===== src/rtl/result_tx_pkg.sv =====
// Shared types, constants and packet construction for the result UART transmitter.
package result_tx_pkg;

    localparam logic [7:0] HEADER_DEF = 8'hA5;
    localparam int         NUM_BYTES  = 4;

    typedef enum logic [1:0] {
        IDLE  = 2'd0,
        START = 2'd1,
        DATA  = 2'd2,
        STOP  = 2'd3
    } tx_state_t;

    typedef logic [NUM_BYTES-1:0][7:0] packet_t;

    // Byte 0 is the header, byte 3 is the XOR of the first three bytes.
    function automatic packet_t build_packet(
        input logic [7:0]  header,
        input logic [1:0]  cmd,
        input logic [11:0] idx
    );
        packet_t p;
        p[0] = header;
        p[1] = {2'b00, cmd, idx[11:8]};
        p[2] = idx[7:0];
        p[3] = p[0] ^ p[1] ^ p[2];
        return p;
    endfunction

endpackage


===== src/rtl/uart_tx_byte.sv =====
// Single-byte 8N1 serialiser: start bit, 8 data bits LSB first, stop bit.
//
// state | meaning
// ------+-----------------------------------------------
// IDLE  | line held high, waiting for a start pulse
// START | driving the start bit (0)
// DATA  | shifting out data bits, LSB first
// STOP  | driving the stop bit (1); byte_done on its last cycle
//
// A start pulse is accepted in any state. The parent issues the next start on
// the byte_done cycle so consecutive bytes run back to back with no idle gap.
// CLKS_PER_BIT must be at least 2.
module uart_tx_byte
    import result_tx_pkg::*;
#(
    parameter int CLKS_PER_BIT = 4167
) (
    input  logic       i_clk,
    input  logic       i_reset,
    input  logic       i_start,
    input  logic [7:0] i_data,
    output logic       o_tx,
    output logic       o_byte_done
);

    localparam int             CW       = (CLKS_PER_BIT > 1) ? $clog2(CLKS_PER_BIT) : 1;
    localparam logic [CW-1:0]  LAST_CNT = CW'(CLKS_PER_BIT - 1);

    tx_state_t      r_state;
    tx_state_t      w_state_nxt;
    logic [CW-1:0]  r_bit_clk_cnt;
    logic [CW-1:0]  w_bit_clk_cnt_nxt;
    logic [2:0]     r_bit_cnt;
    logic [2:0]     w_bit_cnt_nxt;
    logic [7:0]     r_shift;
    logic [7:0]     w_shift_nxt;
    logic           r_tx;
    logic           w_tx_nxt;
    logic           w_bit_end;
    logic           w_byte_done;

    assign w_bit_end = (r_bit_clk_cnt == LAST_CNT);

    // State register plus baud counter, bit counter, shifter and registered line.
    always_ff @(posedge i_clk) begin
        if (i_reset) begin
            r_state       <= IDLE;
            r_bit_clk_cnt <= '0;
            r_bit_cnt     <= '0;
            r_shift       <= '0;
            r_tx          <= 1'b1;
        end else begin
            r_state       <= w_state_nxt;
            r_bit_clk_cnt <= w_bit_clk_cnt_nxt;
            r_bit_cnt     <= w_bit_cnt_nxt;
            r_shift       <= w_shift_nxt;
            r_tx          <= w_tx_nxt;
        end
    end

    // Next-state logic; tx is computed one cycle ahead so the line is registered.
    always_comb begin
        w_state_nxt       = r_state;
        w_bit_clk_cnt_nxt = r_bit_clk_cnt;
        w_bit_cnt_nxt     = r_bit_cnt;
        w_shift_nxt       = r_shift;
        w_tx_nxt          = r_tx;
        w_byte_done       = 1'b0;

        case (r_state)
            IDLE: begin
                w_tx_nxt = 1'b1;
            end
            START: begin
                if (w_bit_end) begin
                    w_bit_clk_cnt_nxt = '0;
                    w_bit_cnt_nxt     = '0;
                    w_state_nxt       = DATA;
                    w_tx_nxt          = r_shift[0];
                end else begin
                    w_bit_clk_cnt_nxt = r_bit_clk_cnt + 1'b1;
                end
            end
            DATA: begin
                if (w_bit_end) begin
                    w_bit_clk_cnt_nxt = '0;
                    if (r_bit_cnt == 3'd7) begin
                        w_state_nxt = STOP;
                        w_tx_nxt    = 1'b1;
                    end else begin
                        w_bit_cnt_nxt = r_bit_cnt + 3'd1;
                        w_shift_nxt   = {1'b0, r_shift[7:1]};
                        w_tx_nxt      = r_shift[1];
                    end
                end else begin
                    w_bit_clk_cnt_nxt = r_bit_clk_cnt + 1'b1;
                end
            end
            STOP: begin
                if (w_bit_end) begin
                    w_byte_done       = 1'b1;
                    w_bit_clk_cnt_nxt = '0;
                    w_state_nxt       = IDLE;
                    w_tx_nxt          = 1'b1;
                end else begin
                    w_bit_clk_cnt_nxt = r_bit_clk_cnt + 1'b1;
                end
            end
            default: begin
                w_state_nxt       = IDLE;
                w_bit_clk_cnt_nxt = '0;
                w_tx_nxt          = 1'b1;
            end
        endcase

        // A start pulse overrides everything, including the final stop-bit cycle.
        if (i_start) begin
            w_state_nxt       = START;
            w_bit_clk_cnt_nxt = '0;
            w_bit_cnt_nxt     = '0;
            w_shift_nxt       = i_data;
            w_tx_nxt          = 1'b0;
        end
    end

    assign o_tx        = r_tx;
    assign o_byte_done = w_byte_done;

endmodule


===== src/rtl/result_uart_tx.sv =====
// Result packet transmitter: on a rising transmit_ready, latches the winning
// command and match index and sends a 4-byte 8N1 packet to the host.
module result_uart_tx
    import result_tx_pkg::*;
#(
    parameter int         CLKS_PER_BIT = 4167,
    parameter logic [7:0] HEADER       = HEADER_DEF
) (
    input  logic        i_clk,
    input  logic        i_reset,
    input  logic        i_transmit_ready,
    input  logic [1:0]  i_result_cmd,
    input  logic [11:0] i_result_index,
    output logic        o_tx,
    output logic        o_busy,
    output logic        o_done,
    output logic        o_dropped
);

    logic        r_ready_q;
    logic        r_busy;
    logic        r_done;
    logic        r_dropped;
    logic [1:0]  r_cmd;
    logic [11:0] r_idx;
    logic [1:0]  r_byte_cnt;

    logic        w_rise;
    logic        w_launch;
    logic        w_byte_done;
    logic        w_last_byte;
    logic        w_next_byte;
    logic        w_start;
    packet_t     w_packet;
    logic [7:0]  w_byte_data;
    logic        w_tx;

    assign w_rise      = i_transmit_ready & ~r_ready_q;
    // Busy doubles as the packet-level IDLE indicator; a rise on the edge busy
    // falls is therefore counted as a drop, not a launch.
    assign w_launch    = w_rise & ~r_busy;
    assign w_last_byte = w_byte_done & (r_byte_cnt == 2'(NUM_BYTES - 1));
    assign w_next_byte = w_byte_done & r_busy & ~w_last_byte;
    assign w_start     = w_launch | w_next_byte;

    // Packet bytes come from the latched result so mid-packet input changes are ignored.
    assign w_packet    = build_packet(HEADER, r_cmd, r_idx);
    assign w_byte_data = w_launch ? HEADER : w_packet[r_byte_cnt + 2'd1];

    // Edge detect on transmit_ready; held high across reset so a level that is
    // already high at release does not launch a packet.
    always_ff @(posedge i_clk) begin
        if (i_reset) begin
            r_ready_q <= 1'b1;
        end else begin
            r_ready_q <= i_transmit_ready;
        end
    end

    // Result capture at launch.
    always_ff @(posedge i_clk) begin
        if (i_reset) begin
            r_cmd <= '0;
            r_idx <= '0;
        end else if (w_launch) begin
            r_cmd <= i_result_cmd;
            r_idx <= i_result_index;
        end
    end

    // Byte sequencing and the busy/done/dropped status outputs.
    always_ff @(posedge i_clk) begin
        if (i_reset) begin
            r_busy     <= 1'b0;
            r_done     <= 1'b0;
            r_dropped  <= 1'b0;
            r_byte_cnt <= '0;
        end else begin
            r_done    <= 1'b0;
            r_dropped <= w_rise & r_busy;
            if (w_launch) begin
                r_busy     <= 1'b1;
                r_byte_cnt <= '0;
            end else if (w_next_byte) begin
                r_byte_cnt <= r_byte_cnt + 2'd1;
            end else if (w_last_byte && r_busy) begin
                r_busy     <= 1'b0;
                r_done     <= 1'b1;
                r_byte_cnt <= '0;
            end
        end
    end

    uart_tx_byte #(
        .CLKS_PER_BIT (CLKS_PER_BIT)
    ) u_tx_byte (
        .i_clk       (i_clk),
        .i_reset     (i_reset),
        .i_start     (w_start),
        .i_data      (w_byte_data),
        .o_tx        (w_tx),
        .o_byte_done (w_byte_done)
    );

    assign o_tx      = w_tx;
    assign o_busy    = r_busy;
    assign o_done    = r_done;
    assign o_dropped = r_dropped;

endmodule


===== config.mk =====
export PLATFORM = sky130hd
export DESIGN_NAME = result_uart_tx
export DESIGN_NICKNAME = d
export VERILOG_FILES = /design/src/rtl/result_tx_pkg.sv /design/src/rtl/uart_tx_byte.sv /design/src/rtl/result_uart_tx.sv
export SDC_FILE = /design/constraint.sdc
export NUM_CORES = 1
export LEC_CHECK = 0
export ABC_AREA = 1
export BUFFER_PORTS_ARGS = -buffer_cell sky130_fd_sc_hd__buf_4
export CORE_ASPECT_RATIO = 1.5
export CORE_UTILIZATION = 40
export DETAILED_ROUTE_END_ITERATION = 10
export SLEW_MARGIN = 20
export SYNTH_ARGS = -nofsm -noshare
export SYNTH_HDL_FRONTEND = slang
export SYNTH_HIERARCHICAL = 1
export SYNTH_SLANG_ARGS = --single-unit

===== constraint.sdc =====
create_clock -name i_clk -period 2 [get_ports i_clk]
set_clock_uncertainty 0.2 [all_clocks]
set_input_delay 0 -clock i_clk [delete_from_list [all_inputs] [get_ports i_clk]]
set_output_delay 0 -clock i_clk [all_outputs]
set_load 0.05 [all_outputs]

==> reports/qor.txt <==
run status: finished, violations left
violated checks: negative setup slack
DRT Pass-1 Iters: 4
Clock transition at path regs: 0.09 ns
final worst slack: -0.02145 ns
RSZ-0062 raised after global routing: yes
Synth Register Bits: 47
CP startpoint kind: register
core area: 5871 µm²
switch share: 26.69%
Final setup viols: 3
CP Capture Type: register
pre-CTS WS: -0.03075 ns
WP data required: 2.00 ns
Clk network pwr share: 32.1%
CTS max path bufs: 2
first-pass GRT wire length: 9.625 mm
cell-internal power: 1.438 mW
largest net degree at the start of global routing: 26
share of cells above drive strength 1: 24.41%
clock tree root buffer cell: clkbuf_8
most common flop cell mapped by yosys: dfxtp_1
DR top layer: met4
vias per inst: 4.757
global placement routability congestion: 0.7702
Worst Hold Class: input pin to register
max cap viols: 0
PortBufs: 20
actual slew at the worst max-slew pin: 0.4007 ns
Post-synth ARST share: 0%
TritonCTS clock tree: built
die area: 6493 µm²
Mapped Avg Cell Area: 6.931 µm²
Worst-Skew Late Latency: 0.30 ns
WL per Instance: 11.77 µm
syn nets: 383
Fillers: 596
Reg power frac: 50.9%
via count: 2350
vias in the first global route: 2284
# DRC: 0
post-synth top area cell: dfxtp_1
Iter 0 DRT Violations: 64
area of the multi-input gates: 1381 µm²
Total GRT Usage: 19.08%
HPWL Detailed: 4.182 mm
post-synth top area share: 38.13%
Die Y: 98.19 µm
placed instance count: 465
Max Freq: 0.4947 GHz
PD cells: 600.6 nW/µm²
Fin. Hold Viols: 0
Yosys warning count: 6
crit path DAT: 2.02 ns
VDD IR-drop max: 0.3480 mV
Synth Cell Area: 2467 µm²
post-route ant nets: 0
GRT overflow: 0
htree depth: 2
critical path type: register to register
Post-synth top cells: nand2_1 (85), nor2_1 (63), dfxtp_1 (47)
Final Critical Period: 2.021 ns
initial core utilization: 42.03%
Tcrit/Tclk final: 101.1%
io pins: 21
# diodes: 0
Die X: 66.13 µm
clk sinks: 47
Synth Instances: 356
Post-synth EDFFs: 0
FP Rows: 34
metal2 WL: 3.228 mm
Post-Route WL: 5.816 mm
Leak Pwr: 1.491 nW
fin nets: 448
sequential share of the synthesized area: 38.13%
Net Sw Power: 0.5236 mW
area delta synth->final: 32.35%
Synth area leaders: dfxtp_1 (38%), nand2_1 (13%), nor2_1 (9.6%)
DRT met1 WL: 2.392 mm
Final Slew Violations: 0
CTS Buf Count: 5
routed wl met3: 110 µm
Comb pwr share: 17.0%
register area: 948.4 µm²
Post-Layout Cell Count: 494
Yosys cell types: 35
antenna violations before repair: 0
Slew Limit Headroom: 73.26%
top-count cell post-synth: nand2_1
CP Max Fanout: 6
==> registers in the layout (all words and copies together) (netlist names), 2 cells and up <==
signal                   count
r_byte_cnt                   2
u_tx_byte/r_shift            8
r_idx                       12
u_tx_byte/r_bit_cnt          3
u_tx_byte/r_state            2
r_cmd                        2
u_tx_byte/r_bit_clk_cnt     13
==> cell usage in the layout (no fill, tap or decap), types with 2 or more instances in the layout <==
cell type / Yosys / layout
xor2_1: 2 / 2
inv_2: 7 / 8
nand4_1: 9 / 9
nor2_1: 63 / 61
nor2_2: 11 / 13
nand2_4: 1 / 2
nand3_2: 1 / 4
clkbuf_8: 0 / 7
o22ai_1: 3 / 3
nand3_1: 15 / 12
ha_1: 10 / 9
nand2_1: 85 / 82
dfxtp_1: 47 / 41
dfxtp_2: 0 / 6
o21ai_0: 6 / 4
buf_4: 0 / 44
o211ai_1: 2 / 2
inv_1: 41 / 39
dlygate4sd3_1: 0 / 17
mux2i_1: 5 / 5
a21oi_1: 17 / 17
xnor2_1: 2 / 2
nor3_2: 1 / 3
nand2_2: 2 / 4
nor3_1: 9 / 7
==> final cells by class <==
type / instances / share of cell area (%)
multi-input combinational: 254 / 42.30
sequential: 47 / 29.04
timing repair buffer: 64 / 17.05
inverter: 49 / 5.785
clock buffer: 8 / 3.065
tap: 72 / 2.759
==> stage by stage <==
step,area (µm²),total power [mW],hold slack [ns],utilization [%],setup TNS [ns]
5_1_grt,3266,2.062,0.2707,55.63,-1.781
4_1_cts,3153,1.965,0.2522,53.71,-0.0009019
6_report,3266,1.961,0.2616,55.63,-0.04811
3_5_place_dp,2872,1.306,0.02494,48.91,-0.3000
3_3_place_gp,2872,1.301,0.02045,48.91,0
2_1_floorplan,2496,1.211,-0.1309,-,-0.3317
==> power by group through the flow <==
stage / Clock [mW] / Sequential, mW / Combinational (mW)
floorplan: 0 / 1.03 / 0.183
global route: 0.690 / 1.00 / 0.369
detailed placement: 0 / 1.02 / 0.287
CTS: 0.651 / 0.997 / 0.316
global placement: 0 / 1.02 / 0.283
finish: 0.629 / 0.999 / 0.334
==> final timing paths <==
kind                            cells past startpoint  slack, ns                        from                      to
worst min register to register                      2       0.28      u_tx_byte/r_bit_cnt[1]  u_tx_byte/r_bit_cnt[1]
worst max register to register                     13      -0.02  u_tx_byte/r_bit_clk_cnt[0]    u_tx_byte/r_shift[5]
worst min-delay path                                4       0.26          i_result_index[10]               r_idx[10]
worst max-delay path                               13      -0.02  u_tx_byte/r_bit_clk_cnt[0]    u_tx_byte/r_shift[5]
==> cells by family (layout without fill, tap and decap cells) <==
family / after synthesis / count (layout) / share of synthesized area [%]
buf+inv: 56 / 121 / 9.533
flops: 47 / 47 / 38.13
xor+xnor: 4 / 4 / 1.420
fa+ha+maj: 10 / 10 / 5.071
compound gates: 32 / 32 / 7.201
simple gates: 202 / 203 / 36.61
mux: 5 / 5 / 2.028
==> worst max-delay path, stage by stage (launching register included) <==
cell and delay [ns]:
dfxtp_2 0.33, inv_2 0.06, ha_4 0.13, nand2_4 0.05, nor3_4 0.13, nand2_2 0.09, nor2_2 0.10, nand2_2 0.09
o21ai_4 0.20, clkbuf_16 0.18, mux2i_1 0.19, nand2_1 0.07, nand2_1 0.07, nor2_2 0.03
==> routing by layer <==
layer,GRT usage (%),up-vias
met2,37.21,30
met1,19.29,1060
li1,-,1253
met3,3.271,7
met4,6.710,0
met5,0,-
==> repair_timing <==
action,in CTS,in global routing
setup endpoints to repair,18,26
setup buffers,0,2
gates cloned,1,1
hold endpoints to repair,21,0
hold buffers,17,0
resized for setup,2,20
pin swaps,2,6
(Power assumes the default switching activity.)
